## config.mk

```make
export PLATFORM = sky130hd
export DESIGN_NAME = jtag_tap_param
export DESIGN_NICKNAME = d
export VERILOG_FILES = /design/src/rtl/jtag_tap_param_pkg.sv /design/src/rtl/jtag_tap_fsm.sv /design/src/rtl/jtag_tap_param.sv
export SDC_FILE = /design/constraint.sdc
export NUM_CORES = 1
export LEC_CHECK = 0
export ABC_AREA = 1
export CORE_ASPECT_RATIO = 1.5
export CORE_MARGIN = 8
export CORE_UTILIZATION = 53
export DETAILED_ROUTE_END_ITERATION = 7
export GPL_TIMING_DRIVEN = 0
export PLACE_DENSITY = 0.76
export SLEW_MARGIN = 30
export SYNTH_ARGS = -nofsm -noshare
export SYNTH_HDL_FRONTEND = slang
export SYNTH_HIERARCHICAL = 1
export SYNTH_SLANG_ARGS = --single-unit
```

## constraint.sdc

```tcl
create_clock -name TCK -period 1.7 [get_ports TCK]
set_clock_uncertainty 0.05 [all_clocks]
set_input_delay 0.425 -clock TCK [delete_from_list [all_inputs] [get_ports TCK]]
set_output_delay 0.425 -clock TCK [all_outputs]
set_load 0.1 [all_outputs]
```

## src/rtl/jtag_tap_param_pkg.sv

```systemverilog
// rtl/jtag_tap_param_pkg.sv - TAP state codes, opcode constants and instruction decode

package jtag_tap_param_pkg;

    typedef enum logic [3:0] {
        ST_TLR      = 4'd0,
        ST_RTI      = 4'd1,
        ST_SEL_DR   = 4'd2,
        ST_CAP_DR   = 4'd3,
        ST_SHIFT_DR = 4'd4,
        ST_EXIT1_DR = 4'd5,
        ST_PAUSE_DR = 4'd6,
        ST_EXIT2_DR = 4'd7,
        ST_UPD_DR   = 4'd8,
        ST_SEL_IR   = 4'd9,
        ST_CAP_IR   = 4'd10,
        ST_SHIFT_IR = 4'd11,
        ST_EXIT1_IR = 4'd12,
        ST_PAUSE_IR = 4'd13,
        ST_EXIT2_IR = 4'd14,
        ST_UPD_IR   = 4'd15
    } tap_state_e;

    typedef enum logic [2:0] {
        I_EXTEST,
        I_SAMPLE,
        I_IDCODE,
        I_INTEST,
        I_BYPASS
    } instr_e;

    localparam int unsigned OPC_EXTEST = 0;
    localparam int unsigned OPC_SAMPLE = 1;
    localparam int unsigned OPC_IDCODE = 2;
    localparam int unsigned OPC_INTEST = 3;

    // All-ones is checked first so BYPASS wins when IR_W is too short to keep them apart.
    function automatic instr_e decode_ir(input logic [31:0] ir, input int unsigned ir_w);
        logic [31:0] ones;
        ones = (ir_w >= 32) ? 32'hFFFF_FFFF : ((32'd1 << ir_w) - 32'd1);
        if (ir == ones) begin
            return I_BYPASS;
        end
        case (ir)
            32'(OPC_EXTEST): return I_EXTEST;
            32'(OPC_SAMPLE): return I_SAMPLE;
            32'(OPC_IDCODE): return I_IDCODE;
            32'(OPC_INTEST): return I_INTEST;
            default:         return I_BYPASS;
        endcase
    endfunction

endpackage

```

## src/rtl/jtag_tap_fsm.sv

```systemverilog
// rtl/jtag_tap_fsm.sv - IEEE 1149.1 TAP controller state machine with phase strobes

module jtag_tap_fsm
    import jtag_tap_param_pkg::*;
(
    input  logic       TCK,
    input  logic       TRST,
    input  logic       TMS,
    output logic [3:0] STATE,
    output logic       capture_dr_o,
    output logic       shift_dr_o,
    output logic       update_dr_o,
    output logic       capture_ir_o,
    output logic       shift_ir_o,
    output logic       update_ir_o,
    output logic       enter_tlr_o
);

    tap_state_e state_q, state_d;

    always_ff @(posedge TCK) begin
        if (TRST) begin
            state_q <= ST_TLR;
        end else begin
            state_q <= state_d;
        end
    end

    always_comb begin
        state_d = state_q;
        case (state_q)
            ST_TLR:      state_d = TMS ? ST_TLR      : ST_RTI;
            ST_RTI:      state_d = TMS ? ST_SEL_DR   : ST_RTI;
            ST_SEL_DR:   state_d = TMS ? ST_SEL_IR   : ST_CAP_DR;
            ST_CAP_DR:   state_d = TMS ? ST_EXIT1_DR : ST_SHIFT_DR;
            ST_SHIFT_DR: state_d = TMS ? ST_EXIT1_DR : ST_SHIFT_DR;
            ST_EXIT1_DR: state_d = TMS ? ST_UPD_DR   : ST_PAUSE_DR;
            ST_PAUSE_DR: state_d = TMS ? ST_EXIT2_DR : ST_PAUSE_DR;
            ST_EXIT2_DR: state_d = TMS ? ST_UPD_DR   : ST_SHIFT_DR;
            ST_UPD_DR:   state_d = TMS ? ST_SEL_DR   : ST_RTI;
            ST_SEL_IR:   state_d = TMS ? ST_TLR      : ST_CAP_IR;
            ST_CAP_IR:   state_d = TMS ? ST_EXIT1_IR : ST_SHIFT_IR;
            ST_SHIFT_IR: state_d = TMS ? ST_EXIT1_IR : ST_SHIFT_IR;
            ST_EXIT1_IR: state_d = TMS ? ST_UPD_IR   : ST_PAUSE_IR;
            ST_PAUSE_IR: state_d = TMS ? ST_EXIT2_IR : ST_PAUSE_IR;
            ST_EXIT2_IR: state_d = TMS ? ST_UPD_IR   : ST_SHIFT_IR;
            ST_UPD_IR:   state_d = TMS ? ST_SEL_DR   : ST_RTI;
            default:     state_d = ST_TLR;
        endcase
    end

    assign STATE        = state_q;
    assign capture_dr_o = (state_q == ST_CAP_DR);
    assign shift_dr_o   = (state_q == ST_SHIFT_DR);
    assign update_dr_o  = (state_q == ST_UPD_DR);
    assign capture_ir_o = (state_q == ST_CAP_IR);
    assign shift_ir_o   = (state_q == ST_SHIFT_IR);
    assign update_ir_o  = (state_q == ST_UPD_IR);
    // Looks at the next state so the IR is forced on the same edge that lands in TLR.
    assign enter_tlr_o  = (state_d == ST_TLR);

endmodule

```

## src/rtl/jtag_tap_param.sv

```systemverilog
// rtl/jtag_tap_param.sv - parametrised JTAG TAP with bypass, IDCODE and boundary-scan register

module jtag_tap_param
    import jtag_tap_param_pkg::*;
#(
    parameter int unsigned IR_W       = 4,
    parameter int unsigned N_IN       = 4,
    parameter int unsigned N_OUT      = 2,
    parameter logic [31:0] IDCODE_VAL = 32'h1234_5001
) (
    input  logic             TCK,
    input  logic             TRST,
    input  logic             TMS,
    input  logic             TDI,
    output logic             TDO,
    output logic             TDO_EN,
    output logic [3:0]       STATE,
    input  logic [N_IN-1:0]  sys_in,
    output logic [N_IN-1:0]  core_in,
    input  logic [N_OUT-1:0] core_out,
    output logic [N_OUT-1:0] sys_out
);

    localparam int unsigned     BSR_W      = N_IN + N_OUT;
    localparam logic [IR_W-1:0] IR_IDCODE  = IR_W'(OPC_IDCODE);
    localparam logic [IR_W-1:0] IR_CAPTURE = IR_W'(1);

    logic capture_dr, shift_dr, update_dr;
    logic capture_ir, shift_ir, update_ir;
    logic enter_tlr;

    jtag_tap_fsm u_fsm (
        .TCK          (TCK),
        .TRST         (TRST),
        .TMS          (TMS),
        .STATE        (STATE),
        .capture_dr_o (capture_dr),
        .shift_dr_o   (shift_dr),
        .update_dr_o  (update_dr),
        .capture_ir_o (capture_ir),
        .shift_ir_o   (shift_ir),
        .update_ir_o  (update_ir),
        .enter_tlr_o  (enter_tlr)
    );

    logic [IR_W-1:0]  ir_shift_q, ir_shift_d;
    logic [IR_W-1:0]  ir_active_q, ir_active_d;
    logic             bypass_q, bypass_d;
    logic [31:0]      id_q, id_d;
    logic [BSR_W-1:0] bsr_q, bsr_d;
    logic [BSR_W-1:0] latch_q, latch_d;

    instr_e instr;
    logic   bsr_sel;

    assign instr   = decode_ir(32'(ir_active_q), IR_W);
    assign bsr_sel = (instr == I_EXTEST) || (instr == I_SAMPLE) || (instr == I_INTEST);

    always_comb begin
        ir_shift_d  = ir_shift_q;
        ir_active_d = ir_active_q;
        bypass_d    = bypass_q;
        id_d        = id_q;
        bsr_d       = bsr_q;
        latch_d     = latch_q;

        if (capture_ir) ir_shift_d = IR_CAPTURE;
        if (shift_ir)   ir_shift_d = {TDI, ir_shift_q[IR_W-1:1]};
        if (update_ir)  ir_active_d = ir_shift_q;
        if (enter_tlr)  ir_active_d = IR_IDCODE;

        // Every DR capture reloads all three registers; only the selected one shifts.
        if (capture_dr) begin
            bypass_d = 1'b0;
            id_d     = IDCODE_VAL;
            bsr_d    = {core_out, sys_in};
        end
        if (shift_dr) begin
            case (instr)
                I_BYPASS: bypass_d = TDI;
                I_IDCODE: id_d     = {TDI, id_q[31:1]};
                default:  bsr_d    = {TDI, bsr_q[BSR_W-1:1]};
            endcase
        end
        if (update_dr && bsr_sel) latch_d = bsr_q;
    end

    always_ff @(posedge TCK) begin
        if (TRST) begin
            ir_shift_q  <= '0;
            ir_active_q <= IR_IDCODE;
            bypass_q    <= 1'b0;
            id_q        <= '0;
            bsr_q       <= '0;
            latch_q     <= '0;
        end else begin
            ir_shift_q  <= ir_shift_d;
            ir_active_q <= ir_active_d;
            bypass_q    <= bypass_d;
            id_q        <= id_d;
            bsr_q       <= bsr_d;
            latch_q     <= latch_d;
        end
    end

    always_comb begin
        TDO = 1'b0;
        if (shift_ir) begin
            TDO = ir_shift_q[0];
        end else if (shift_dr) begin
            case (instr)
                I_BYPASS: TDO = bypass_q;
                I_IDCODE: TDO = id_q[0];
                default:  TDO = bsr_q[0];
            endcase
        end
    end

    assign TDO_EN = shift_ir | shift_dr;

    always_comb begin
        core_in = sys_in;
        sys_out = core_out;
        case (instr)
            I_EXTEST: sys_out = latch_q[BSR_W-1:N_IN];
            I_INTEST: begin
                sys_out = latch_q[BSR_W-1:N_IN];
                core_in = latch_q[N_IN-1:0];
            end
            default: ;
        endcase
    end

endmodule

```

* Word level (Yosys, flattened, before mapping)
Index checks and enable logic that the tools add are counted.
Word-level totals: bits in latches 0, input bits 10, bits in registers 57, memories kept 0, word-level logic and storage cells 78, output and inout bits 12, bits in read-only memories 0, bits in writable memories 0
Cells by class: bitwise operators 1, eq/ne operators 23, reductions and logical operators 14, shift operators 0, div/mod/pow operators 0, mux-type cells 33, order comparisons 0, $add $sub $neg 0, $mul 0
Operators by type and width (number):
- two-way mux 32 bit | 3
- case mux 4 bit (12 select lines) | 1
- equality test 4 bit (second input constant) | 9
- two-way mux 4 bit | 7
- two-way mux 6 bit | 3
- equality test 4 x 2 -> 1 bit (second input constant) | 4
- equality test 4 x 3 -> 1 bit (second input constant) | 4
- logical NOT 4 bit | 3
- two-way mux 3 bit | 4
- case mux 3 bit (4 select lines) | 1
- OR reduction 2 bit | 5
- two-way mux 1 bit | 9
- equality test 4 x 1 -> 1 bit (second input constant) | 2
- two-way mux 2 bit | 4
- equality test 3 x 2 -> 1 bit (second input constant) | 2
- equality test 3 x 1 -> 1 bit (second input constant) | 1
- equality test 3 bit (second input constant) | 1
- logical NOT 3 bit | 1
- OR reduction 3 bit | 1
- logical OR 1 bit | 2
- case mux 1 bit (2 select lines) | 1
- nonzero test 2 bit | 1
- logical AND 1 bit | 1
- OR 1 bit | 1

* Longest topological paths before layout
word-level depth 7, depth in mapped cells 13

* By module
Netlist, hierarchy kept.
Modules (own cells, without submodules):
- jtag_tap_param | sequential area each 1061.0 um2, area an instance 2645.0 um2, cells each 432, instances 1
- jtag_tap_fsm | sequential area each 80.1 um2, area an instance 372.9 um2, cells each 73, instances 1

* Worst setup path before layout
No wires, ideal clock.
path kind reg2out, from register ir_active_q[2], to output core_in[0], arrival time 2.870 ns, setup slack -1.645 ns, required time 1.225 ns, cell stages (with the launch flop) 4, buffers on the path 0, cells stage by stage dfxtp_1 > nor2_2 > nand3_2 > o21ai_0
Between the ends: longest elaborated chain between the ends 5, elaborated cells between the ends (all ways) 10, those cells by class 5 x eq/ne; 4 x mux; 1 x reduce/logical
RTL lines:
- start: declaration | line jtag_tap_param.sv:47 | logic [IR_W-1:0] ir_active_q, ir_active_d;
- start signal: assignment | line jtag_tap_param.sv:98 | ir_active_q <= ir_active_d;
- equality test 4 x 2 -> 1 bit (tied with other cells) | line jtag_tap_param_pkg.sv:44 | case (ir)
- case mux 3 bit (4 select lines) / two-way mux 1 bit (equally long branches) | line jtag_tap_param_pkg.sv:44, jtag_tap_param_pkg.sv:41
- two-way mux 3 bit * | line jtag_tap_param_pkg.sv:44
- equality test 3 x 2 -> 1 bit * | line jtag_tap_param.sv:124 | case (instr)
- two-way mux 4 bit * | line jtag_tap_param.sv:124
- end: declaration | line jtag_tap_param.sv:19 | output logic [N_IN-1:0] core_in,
Every way passes the cells marked *; elsewhere a longest branch is shown, timed or not.

* Worst setup path in the final report
from register u_fsm.state_q[0], in the netlist u_fsm/STATE[0], to output TDO
Between the ends: longest elaborated chain between the ends 3, elaborated cells between the ends (all ways) 4, those cells by class 2 x eq/ne; 2 x mux
RTL lines:
- start: declaration | line jtag_tap_fsm.sv:19 | tap_state_e state_q, state_d;
- start signal: assignment | line jtag_tap_fsm.sv:25 | state_q <= state_d;
- equality test 4 x 3 -> 1 bit | line jtag_tap_fsm.sv:54 | assign shift_dr_o = (state_q == ST_SHIFT_DR);
- named net shift_dr | line jtag_tap_param.sv:28 | logic capture_dr, shift_dr, update_dr;
- two-way mux 1 bit | line jtag_tap_param.sv:110 | end else if (shift_dr) begin
- two-way mux 1 bit | line jtag_tap_param.sv:108 | if (shift_ir) begin
- end: declaration | line jtag_tap_param.sv:15 | output logic TDO,
The timed path passes the listed nets, and every way through them passes these cells.

==> run_results.csv <==
group,metric,value,unit
synthesis,synthAdderAreaFrac,0,%
setup_path,critical_path_class,"flop to output port",
finish,fillCellCount,428,
synthesis,synth_largest_type_area_fraction,37.8,%
timing,rsz0062_at_grt,"true",
global_route,wire_length_of_the_first_global_routing_pass,13200,um
finish,layout-drive-gt1-share,23.4,%
synthesis,ys.warnings.count,6,
place,dp_hpwl,5110,um
setup_path,startpoint_class_of_the_critical_path,"flop",
synthesis,synth.top_cells.by_area,"sky130_fd_sc_hd__dfxtp_1, sky130_fd_sc_hd__nand2_1, sky130_fd_sc_hd__inv_1, sky130_fd_sc_hd__nand3_1, sky130_fd_sc_hd__nor2_1",
setup_path,critical_path_required,1.22,ns
die,placement_rows,33,
setup_path,cp-end-kind,"output port",
synthesis,synth_xor_area_share,0,%
finish,num-nets-final,570,
hold_path,timing.hold.worst.class,"flop to flop",
timing,slew_headroom,36.2,%
finish,antenna_cells,0,
route,drc,0,
die,die_height,108,um
flow_run,number_of_max_cap_violations,0,
timing,final_max_slew_viol_count,0,
clock_network,ctsLongestPathBuffers,2,
synthesis,share_of_synthesized_area_spent_on_multiplexers,0,%
clock_network,clock_latency,0.34,ns
synthesis,synth_most_common_cell,"sky130_fd_sc_hd__nand2_1",
place,portBuffers,21,
setup_path,crit_fanout,4,
route,dr_total_vias,3185,
power,p_per_area,828,mW/mm^2
route,wire_length_after_detailed_routing,8180,um
power,peakVddDrop,643,uV
finish,area.growth.synth_to_final,37.1,%
route,antenna_violating_nets_post_route,0,
synthesis,synth_compound_area_share,5.80,%
finish,final_core_util,75.4,%
setup_path,critical_path_arrival,1.66,ns
synthesis,largest_family_of_logic_cells_by_synthesized_area,"simple AND/OR/NAND/NOR gates",
clock_network,cts_tree,"yes",
clock_network,htreeDepth,3,
synthesis,synth_seq_area_share,37.8,%
route,detail_route.wl_per_cell,12.9,um
global_route,first_global_vias,3068,
clock_network,clkSlewWorstSetupHoldPaths,0.06,ns
status,failed_checks,"negative setup slack",
synthesis,simple_gate_fraction_of_synth_area,40.6,%
synthesis,synth_area_per_cell,5.98,sq um
synthesis,synthDominantAreaCellType,"sky130_fd_sc_hd__dfxtp_1",
synthesis,number_of_enable_type_register_cells_in_the_synthesized_netlist,0,
route,highest-signal-layer,"met4",
synthesis,syn_nets,515,
finish,number_of_standard_cells_in_the_layout_taps_in_and_fillers_out,634,
timing,tightestPinTransition,0.961,ns
route,dr_wl_met3,251,um
die,core_region_area,0.00549,sq mm
timing,finalHoldViolations,0,
route,dr.pass1.iters,4,
clock_network,ctsRootBufferMaster,"sky130_fd_sc_hd__clkbuf_8",
status,status,"complete, but fails checks",
timing,final.min_clock_period,2.14,ns
power,power_leakage,1.95,nW
synthesis,synth_cell_types,23,
global_route,number_of_antenna_violations_at_the_first_check_in_global_routing,0,
die,pin_count,22,
route,met1Wirelength,3410,um
timing,fin_ws,-0.435,ns
synthesis,ys_async_sr_fraction,0,%
place,post-place-cells,596,
route,dr_wl_met2,4380,um
timing,setup_viol,13,
clock_network,cts-buffers-inserted,9,
synthesis,seq_cells_post_synth,57,
global_route,gr-usage-all-layers,19.2,%
synthesis,synth_area,0.00302,sq mm
timing,achievable-frequency,468,MHz
synthesis,post_synth_inst_count,505,
route,initialDrtViolationCount,204,
die,dieWidth,77.6,um
synthesis,netlist_top_cells_count,"sky130_fd_sc_hd__nand2_1, sky130_fd_sc_hd__inv_1, sky130_fd_sc_hd__nor2_1",
die,die_area,0.00841,sq mm
route,route.detailed.vias_per_inst,5.02,
power,total_power,0.00343,W
timing,finalCritPeriodShare,126,%
die,initial_core_util,55.0,%
place,finalWeightedCongestion,0.866,
clock_network,clock_sinks,57,
global_route,grt_start_max_net_pins,11,
synthesis,synthFlopType,"sky130_fd_sc_hd__dfxtp_1",
global_route,globalRouteOverflowTotal,0,
## worst paths after layout
kind                                     start             end  slack, ns  cells past startpoint
worst min register to register      latch_q[3]      latch_q[3]       0.41                      2
worst min-delay path                latch_q[3]      latch_q[3]       0.41                      2
worst max-delay path            u_fsm/STATE[0]             TDO      -0.44                     10
worst max register to register  u_fsm/STATE[3]  ir_active_q[0]      -0.21                     13
## cells in the final DEF (no fill, tap or decap), types with 8 or more instances in the layout
master	synthesis	routed
sky130_fd_sc_hd__inv_2	4	9
sky130_fd_sc_hd__nand3_1	57	50
sky130_fd_sc_hd__clkdlybuf4s50_1	0	8
sky130_fd_sc_hd__a21oi_1	22	20
sky130_fd_sc_hd__buf_12	0	9
sky130_fd_sc_hd__buf_2	11	8
sky130_fd_sc_hd__clkbuf_8	0	10
sky130_fd_sc_hd__dfxtp_1	57	49
sky130_fd_sc_hd__nor2_1	75	67
sky130_fd_sc_hd__inv_1	90	81
sky130_fd_sc_hd__nand2_1	152	137
sky130_fd_sc_hd__nand2_4	1	9
sky130_fd_sc_hd__buf_4	0	23
## sequential cells by signal, indices dropped and copies added (netlist names)
| signal | count |
|---|---|
| id_q | 32 |
| bsr_q | 6 |
| ir_shift_q | 4 |
| latch_q | 6 |
| u_fsm/STATE | 4 |
| ir_active_q | 4 |
| bypass_q | 1 |
## critical path, cell delays in order (launching register included)
cell	delay (ns)
sky130_fd_sc_hd__dfxtp_4	0.34
sky130_fd_sc_hd__buf_6	0.12
sky130_fd_sc_hd__nor2_4	0.10
sky130_fd_sc_hd__inv_2	0.06
sky130_fd_sc_hd__nor3_2	0.12
sky130_fd_sc_hd__buf_6	0.14
sky130_fd_sc_hd__inv_8	0.03
sky130_fd_sc_hd__nor2_4	0.11
sky130_fd_sc_hd__nand2_4	0.07
sky130_fd_sc_hd__nand2_8	0.07
sky130_fd_sc_hd__buf_12	0.16
## stage by stage
| stage | setup WS (ns) | area (sq um) | setup TNS [ns] | hold WS [ns] |
|---|---|---|---|---|
| floorplan | -0.189 | 3190 | -0.591 | 0.395 |
| global placement | -1.14 | 3480 | -15.64 | 0.405 |
| detailed placement | -1.16 | 3480 | -16.44 | 0.408 |
| CTS | -0.421 | 3970 | -2.90 | 0.417 |
| global route | -0.505 | 4140 | -4.93 | 0.423 |
| finish | -0.435 | 4140 | -3.56 | 0.415 |
## metal layers
metal	vias up	GRT usage, %
met1	1483	20.8
met5	-	0
met2	57	34.1
met3	15	4.82
met4	0	8.81
li1	1630	-
## repair_timing
| item | in CTS | in global routing |
|---|---|---|
| hold buffers | 0 | 0 |
| cloned | 1 | 1 |
| gates resized for setup | 129 | 35 |
| pin swaps | 9 | 5 |
| setup buffers | 17 | 6 |
| endpoints found under the setup margin | 33 | 52 |
## final cells by class
type / instances / area (sq um) / share of cell area, %
buffer: 22 / 180 / 4.35
clock buffer: 11 / 131 / 3.17
clock inverter: 4 / 45.0 / 1.09
inverter: 95 / 378 / 9.13
multi-input combinational: 332 / 1700 / 41.1
sequential: 57 / 1160 / 28.1
tap: 70 / 87.6 / 2.12
timing repair buffer: 43 / 455 / 11.0
## kinds of logic after synthesis
group / after synthesis
flops: 57
compound gates: 34
buf+inv: 117
simple gates: 297
## where the power goes
group	switching (W)	internal [W]
logic	0.000495	0.000298
registers	0.0000458	0.00140
clock network	0.000524	0.000662
(Power assumes the default switching activity.)
